===== src/rtl/amns_pkg.sv =====
// -----------------------------------------------------------------------------
// amns_pkg
// Shared definitions for the AMNS limb normalizer:
//   - default limb and accumulator widths
//   - helpers that derive the carry width and the number of flush limbs
//   - the normalizer FSM state type
// -----------------------------------------------------------------------------
package amns_pkg;

   localparam int LIMB_W_DEF = 17;
   localparam int ACC_W_DEF  = 48;

   // Width of the carry left over after a limb has been peeled off an
   // (ACC_W+1)-bit sum.
   function automatic int calc_carry_w(input int acc_w, input int limb_w);
      return acc_w + 1 - limb_w;
   endfunction

   // Number of limbs needed to drain a full carry register: ceil(CARRY_W/LIMB_W).
   function automatic int calc_flush_n(input int acc_w, input int limb_w);
      return (calc_carry_w(acc_w, limb_w) + limb_w - 1) / limb_w;
   endfunction

   // Counter width for 0..FLUSH_N-1, never narrower than one bit.
   function automatic int calc_cnt_w(input int flush_n);
      return (flush_n <= 2) ? 1 : $clog2(flush_n);
   endfunction

   typedef enum logic {
      STREAM = 1'b0,
      FLUSH  = 1'b1
   } norm_state_t;

endpackage


===== src/rtl/amns_norm_outreg.sv =====
// -----------------------------------------------------------------------------
// amns_norm_outreg
// One-entry output register for a valid/ready stream stage. The entry holds
// data and last while o_valid && !i_ready; it empties when accepted and no new
// word is loaded.
//
// Handshake: a beat transfers on a rising edge where o_valid && i_ready. The
// producer may assert i_load only while o_free is high, i.e. the entry is empty
// or is being accepted on this same edge.
//
// Ports:
//   i_clk, i_rst_n : clock, asynchronous active-low reset
//   i_load         : write i_data/i_last into the entry this edge
//   i_data, i_last : word and end-of-operand flag to store
//   i_ready        : downstream accepts the current entry
//   o_data, o_last : registered word and flag
//   o_valid        : entry holds a word
//   o_free         : entry may be (re)loaded this cycle
// -----------------------------------------------------------------------------
module amns_norm_outreg #(
   parameter int W = 17
) (
   input  logic         i_clk,
   input  logic         i_rst_n,
   input  logic         i_load,
   input  logic [W-1:0] i_data,
   input  logic         i_last,
   input  logic         i_ready,
   output logic [W-1:0] o_data,
   output logic         o_last,
   output logic         o_valid,
   output logic         o_free
);

   logic [W-1:0] r_data;
   logic         r_last;
   logic         r_valid;

   always_ff @(posedge i_clk or negedge i_rst_n) begin
      if (!i_rst_n) begin
         r_data  <= '0;
         r_last  <= 1'b0;
         r_valid <= 1'b0;
      end else if (i_load) begin
         r_data  <= i_data;
         r_last  <= i_last;
         r_valid <= 1'b1;
      end else if (i_ready) begin
         r_valid <= 1'b0;
      end
   end

   assign o_data  = r_data;
   assign o_last  = r_last;
   assign o_valid = r_valid;
   assign o_free  = !r_valid || i_ready;

endmodule


===== src/rtl/amns_limb_normalizer.sv =====
// -----------------------------------------------------------------------------
// amns_limb_normalizer
// Consumes the stream of ACC_W-bit accumulator words from the last PE (least
// significant word first), propagates carries between words and emits
// LIMB_W-bit limbs. After the word flagged res_last_i it appends FLUSH_N limbs
// drawn from the remaining carry, the final one flagged limb_last_o. Every
// operand therefore produces N_words + FLUSH_N limbs.
//
// Handshake (both sides): a beat transfers on a rising edge where valid and
// ready are both high; a producer holding valid keeps its data stable until
// that edge. res_ready_o is high only in STREAM and only when the output
// register is empty or draining; it is low throughout FLUSH.
//
// Configuration macro: AMNS_NORM_SIGNED_EN
//   defined   : words and carry are two's complement, the carry shifts
//               arithmetically (signed AMNS coefficients)
//   undefined : unsigned arithmetic
//
// Ports:
//   clock_i, reset_n_i : clock, asynchronous active-low reset
//   res_valid_i, res_dout_i, res_last_i, res_ready_o : accumulator word input
//   limb_o, limb_valid_o, limb_last_o, limb_ready_i  : normalized limb output
//   dbg_state_o        : current FSM state, for observation only
// -----------------------------------------------------------------------------
module amns_limb_normalizer
   import amns_pkg::*;
#(
   parameter int LIMB_W = LIMB_W_DEF,
   parameter int ACC_W  = ACC_W_DEF
) (
   input  logic              clock_i,
   input  logic              reset_n_i,
   input  logic              res_valid_i,
   input  logic [ACC_W-1:0]  res_dout_i,
   input  logic              res_last_i,
   output logic              res_ready_o,
   output logic [LIMB_W-1:0] limb_o,
   output logic              limb_valid_o,
   output logic              limb_last_o,
   input  logic              limb_ready_i,
   output norm_state_t       dbg_state_o
);

   localparam int CARRY_W = calc_carry_w(ACC_W, LIMB_W);
   localparam int FLUSH_N = calc_flush_n(ACC_W, LIMB_W);
   localparam int CNT_W   = calc_cnt_w(FLUSH_N);
   localparam int SUM_W   = ACC_W + 1;

   localparam logic [CNT_W-1:0] CNT_LAST = CNT_W'(FLUSH_N - 1);
   localparam logic [CNT_W-1:0] CNT_ONE  = CNT_W'(1);

   norm_state_t          r_state;
   norm_state_t          w_state_nxt;
   logic [CARRY_W-1:0]   r_carry;
   logic [CARRY_W-1:0]   w_carry_nxt;
   logic [CNT_W-1:0]     r_flush_cnt;
   logic [CNT_W-1:0]     w_flush_cnt_nxt;

   logic [SUM_W-1:0]     w_sum;
   // Carry widened to SUM_W bits so the low limb and the shifted remainder can
   // be sliced out directly even when CARRY_W < LIMB_W.
   logic [SUM_W-1:0]     w_carry_ext;

   logic                 w_free;
   logic                 w_accept;
   logic                 w_load;
   logic [LIMB_W-1:0]    w_limb_d;
   logic                 w_last_d;

`ifdef AMNS_NORM_SIGNED_EN
   assign w_sum       = {res_dout_i[ACC_W-1], res_dout_i}
                      + {{LIMB_W{r_carry[CARRY_W-1]}}, r_carry};
   assign w_carry_ext = {{LIMB_W{r_carry[CARRY_W-1]}}, r_carry};
`else
   assign w_sum       = {1'b0, res_dout_i} + {{LIMB_W{1'b0}}, r_carry};
   assign w_carry_ext = {{LIMB_W{1'b0}}, r_carry};
`endif

   assign res_ready_o = (r_state == STREAM) && w_free;
   assign w_accept    = res_valid_i && res_ready_o;
   assign dbg_state_o = r_state;

   always_ff @(posedge clock_i or negedge reset_n_i) begin
      if (!reset_n_i) begin
         r_state     <= STREAM;
         r_carry     <= '0;
         r_flush_cnt <= '0;
      end else begin
         r_state     <= w_state_nxt;
         r_carry     <= w_carry_nxt;
         r_flush_cnt <= w_flush_cnt_nxt;
      end
   end

   always_comb begin
      w_state_nxt     = r_state;
      w_carry_nxt     = r_carry;
      w_flush_cnt_nxt = r_flush_cnt;
      w_load          = 1'b0;
      w_limb_d        = '0;
      w_last_d        = 1'b0;

      case (r_state)
         STREAM: begin
            if (w_accept) begin
               w_load      = 1'b1;
               w_limb_d    = w_sum[LIMB_W-1:0];
               // The top CARRY_W bits of the sum are exactly sum >> LIMB_W;
               // in signed mode they are also the arithmetic shift.
               w_carry_nxt = w_sum[SUM_W-1:LIMB_W];
               if (res_last_i) begin
                  w_state_nxt     = FLUSH;
                  w_flush_cnt_nxt = '0;
               end
            end
         end

         FLUSH: begin
            if (w_free) begin
               w_load          = 1'b1;
               w_limb_d        = w_carry_ext[LIMB_W-1:0];
               w_carry_nxt     = w_carry_ext[LIMB_W +: CARRY_W];
               w_flush_cnt_nxt = r_flush_cnt + CNT_ONE;
               // Fixed limb count: no early exit when the carry hits zero.
               if (r_flush_cnt == CNT_LAST) begin
                  w_last_d        = 1'b1;
                  w_state_nxt     = STREAM;
                  w_carry_nxt     = '0;
                  w_flush_cnt_nxt = '0;
               end
            end
         end

         default: begin
            w_state_nxt = STREAM;
         end
      endcase
   end

   amns_norm_outreg #(
      .W (LIMB_W)
   ) u_outreg (
      .i_clk   (clock_i),
      .i_rst_n (reset_n_i),
      .i_load  (w_load),
      .i_data  (w_limb_d),
      .i_last  (w_last_d),
      .i_ready (limb_ready_i),
      .o_data  (limb_o),
      .o_last  (limb_last_o),
      .o_valid (limb_valid_o),
      .o_free  (w_free)
   );

endmodule

===== config.mk =====
export PLATFORM = sky130hd
export DESIGN_NAME = amns_limb_normalizer
export DESIGN_NICKNAME = d
export VERILOG_FILES = /design/src/rtl/amns_pkg.sv /design/src/rtl/amns_norm_outreg.sv /design/src/rtl/amns_limb_normalizer.sv
export SDC_FILE = /design/constraint.sdc
export NUM_CORES = 1
export LEC_CHECK = 0
export ABC_AREA = 1
export ABC_CLOCK_PERIOD_IN_PS = 3400
export CORE_UTILIZATION = 30
export DETAILED_ROUTE_END_ITERATION = 12
export PLACE_DENSITY = 0.59
export SLEW_MARGIN = 5
export SYNTH_ARGS = -nofsm -noshare
export SYNTH_HDL_FRONTEND = slang
export SYNTH_SLANG_ARGS = --single-unit

===== constraint.sdc =====
create_clock -name clock_i -period 3.4 [get_ports clock_i]
set_clock_uncertainty 0.05 [all_clocks]
set_input_delay 0.85 -clock clock_i [delete_from_list [all_inputs] [get_ports clock_i]]
set_output_delay 0.85 -clock clock_i [all_outputs]
set_load 0.1 [all_outputs]

==> flow_metrics.env, run 1 <==
export IMPL_syn_area_um2=5770
export IMPL_maxCapViolCount=0
export IMPL_yosys_top_cells_area="nand2_1 (24%), dfrtp_1 (23%), inv_1 (12%)"
export IMPL_drc_errors=0
export IMPL_ys_seq_elements=53
export IMPL_area_growth_pct=20.5
export IMPL_timing_rr_end="r_carry[12]"
export IMPL_portBuffers=73
export IMPL_setup_slack_ns=0.493
export IMPL_hold_buffers=0
export IMPL_p_leak_nw=3.86
export IMPL_final_max_slew_viol_count=0
export IMPL_numCtsBuffers=5
export IMPL_timing_rr_start="r_carry[9]"
export IMPL_track_usage_pct=21.9
export IMPL_finish_utilization_pct=37.0
export IMPL_clock_sinks=53
export IMPL_slew_headroom_pct=64.9
export IMPL_ys_flop_type="dfrtp_1"
export IMPL_antenna_cells=0
export IMPL_vdd_ir_drop_max_mv=0.264
export IMPL_routed_wl_mm=21.1
export IMPL_final_area_um2=6950
export IMPL_antenna_found_initial=0
export IMPL_core_rowCount=50
export IMPL_coreArea_um2=18800
export IMPL_vias=6288
export IMPL_ctsHtreeMaxLevel=2
export IMPL_finalHoldViolations=0
export IMPL_place_area_um2=6780
export IMPL_setup_viol_count_final=0
export IMPL_die_area_um2=19800
export IMPL_rr_worst_depth=11
export IMPL_cts_resized=0
export IMPL_synthCells=992
export IMPL_period_share_pct=85.5
export IMPL_dp_worst_setup_slack_ns=0.201
export IMPL_ys_warn_count=0
export IMPL_async_reset_ff_share_pct=100
export IMPL_setup_tns_ns=0
export IMPL_synth_most_common_cell="nand2_1"
export IMPL_synth_top_cells_by_count="nand2_1 (376), inv_1 (182), nand3_1 (72)"
export IMPL_cp_data_required_time_ns=3.54
export IMPL_worst_path_max_fanout=4
export IMPL_die_w_um=141
export IMPL_place_gp_congestion=0.954
export IMPL_cts_buffer_depth=2
export IMPL_ant_nets=0
export IMPL_routedWlPerCell_um=16.1
export IMPL_startpoint="res_dout_i[0]"
export IMPL_worst_slew_pin_slew_ns=0.526
export IMPL_critical_path_arrival_ns=3.05
export IMPL_dp_final_hpwl_mm=17.9
export IMPL_synth_cell_type_count=39
export IMPL_worst_r2r_setup_slack_ns=1.08
export IMPL_hp_class="reg -> reg"
export IMPL_grt_max_degree=28
export IMPL_overflow=0
export IMPL_grt_pass1_wl_mm=32.7
export IMPL_synth_edf_count=0
export IMPL_final_nets=1158
export IMPL_cts_setup_buffers=0
export IMPL_root_buffer="clkbuf_16"
export IMPL_synth_top_cell_by_area="nand2_1"
export IMPL_finalCriticalPeriod_ns=2.91
export IMPL_outcome="finished, final reports clean"
export IMPL_synth_top_area_share_pct=24.5
export IMPL_start_util_pct=30.7
export IMPL_grt_pass1_vias=5861
export IMPL_clk_latency_ns=0.31
export IMPL_drive_above_1_share_pct=9.69
export IMPL_grt_setup_unrepaired="false"
export IMPL_path_clk_slew_ns=0.07
export IMPL_postSynthAreaPerCell_um2=5.81
export IMPL_cp_start_kind="input port"
export IMPL_first_iter_violations=393
export IMPL_yosysSeqAreaShare_pct=23.0
export IMPL_cts_tree="yes"
export IMPL_endpoint_kind="register"
export IMPL_syn_num_nets=1078
export IMPL_boundaryPins=74
export IMPL_power_density_nw_per_um2=973
export IMPL_endpoint="r_carry[27]"
export IMPL_crit_type="in -> reg"
export IMPL_timing_fmax_ghz=0.344
export IMPL_total_power_w=0.00676
export IMPL_fp_dieH_um=141
export IMPL_via_per_inst=4.81
export IMPL_dr_pass1_iters=5
-- cells by family after synthesis --
family                     after synthesis  share of synthesized area, %
and+or+nand+nor                        606                          46.1
buffers and inverters                  203                          13.7
AOI/OAI and AO/OA                       96                          9.78
DFF                                     53                          23.0
adders and majority gates               33                          7.29
xor gates and xnor gates                 1                         0.152
-- through the flow --
stage,hold slack [ns],cells
3_3_place_gp,0.424,1299
6_report,0.444,1307
4_1_cts,0.453,1307
5_1_grt,0.481,1307
3_5_place_dp,0.429,1299
2_1_floorplan,0.425,992
-- layout make-up --
type,instances,area [um^2]
fillers,2100,11800
multi-input cells,736,3650
flip-flops and latches,53,1330
repair buffers,85,788
inverters,191,717
well taps,234,293
clock buffers,6,139
clock inverters,2,37.5
-- placed cells by master (no fill, tap or decap), drive strengths merged, types with 10 or more instances in the layout --
cell           instances
or2                   10
o21ai                 16
a21oi                 53
nand4                 15
o211ai                10
ha                    32
inv                  189
nand2                396
dfrtp                 53
nor2                  84
clkdlybuf4s50         51
buf                   34
nand3                 80
nand3b                10
-- per-layer routing --
metal / share of wire, % / GRT usage [%]
met1: 49 / 30.1
met5: 0 / 0
met2: 43 / 34.5
met3: 4.2 / 2.65
met4: 3.8 / 9.44
-- report_power, final --
part / internal, W / total, W / switching [W]
clock: 0.000369 / 0.000634 / 0.000265
combinational: 0.00141 / 0.00490 / 0.00349
sequential: 0.000951 / 0.00123 / 0.000281
-- how the worst min path moves through the flow --
stage / slack (ns) / cells past startpoint / startpoint / end
2_1_floorplan: 0.42 / 2 / r_carry[17] / r_carry[17]
3_3_place_gp: 0.42 / 2 / u_outreg.o_last / u_outreg.o_last
3_5_place_dp: 0.43 / 2 / u_outreg.o_data[1] / u_outreg.o_data[1]
4_1_cts: 0.45 / 2 / u_outreg.o_data[1] / u_outreg.o_data[1]
5_1_grt: 0.48 / 2 / u_outreg.o_last / u_outreg.o_last
6_report: 0.44 / 2 / u_outreg.o_last / u_outreg.o_last
-- sequential cells by signal (all words and copies together) (netlist names) --
name and flops:
u_outreg.o_last 1, r_flush_cnt 1, u_outreg.o_data 17, u_outreg.o_valid 1
dbg_state_o 1, r_carry 32
-- critical path, stage by stage --
cell             delay [ns]
clkdlybuf4s50_1        0.48
ha_1                   0.20
inv_1                  0.06
fa_1                   0.37
inv_1                  0.08
nand3_1                0.10
nand2_2                0.13
nand4_1                0.10
nand3_1                0.23
nand2_1                0.13
nand2_1                0.11
nand3_1                0.07
nand3_1                0.08
nand2_1                0.05
Note: power is estimated with default switching activity, not from simulation.
==> run 2: changes to the inputs <==
Settings changed: SKIP_LAST_GASP set to 1.
==> results of run 2 <==
Same layout as run 1: the final DEF is identical, and so are final timing and power.
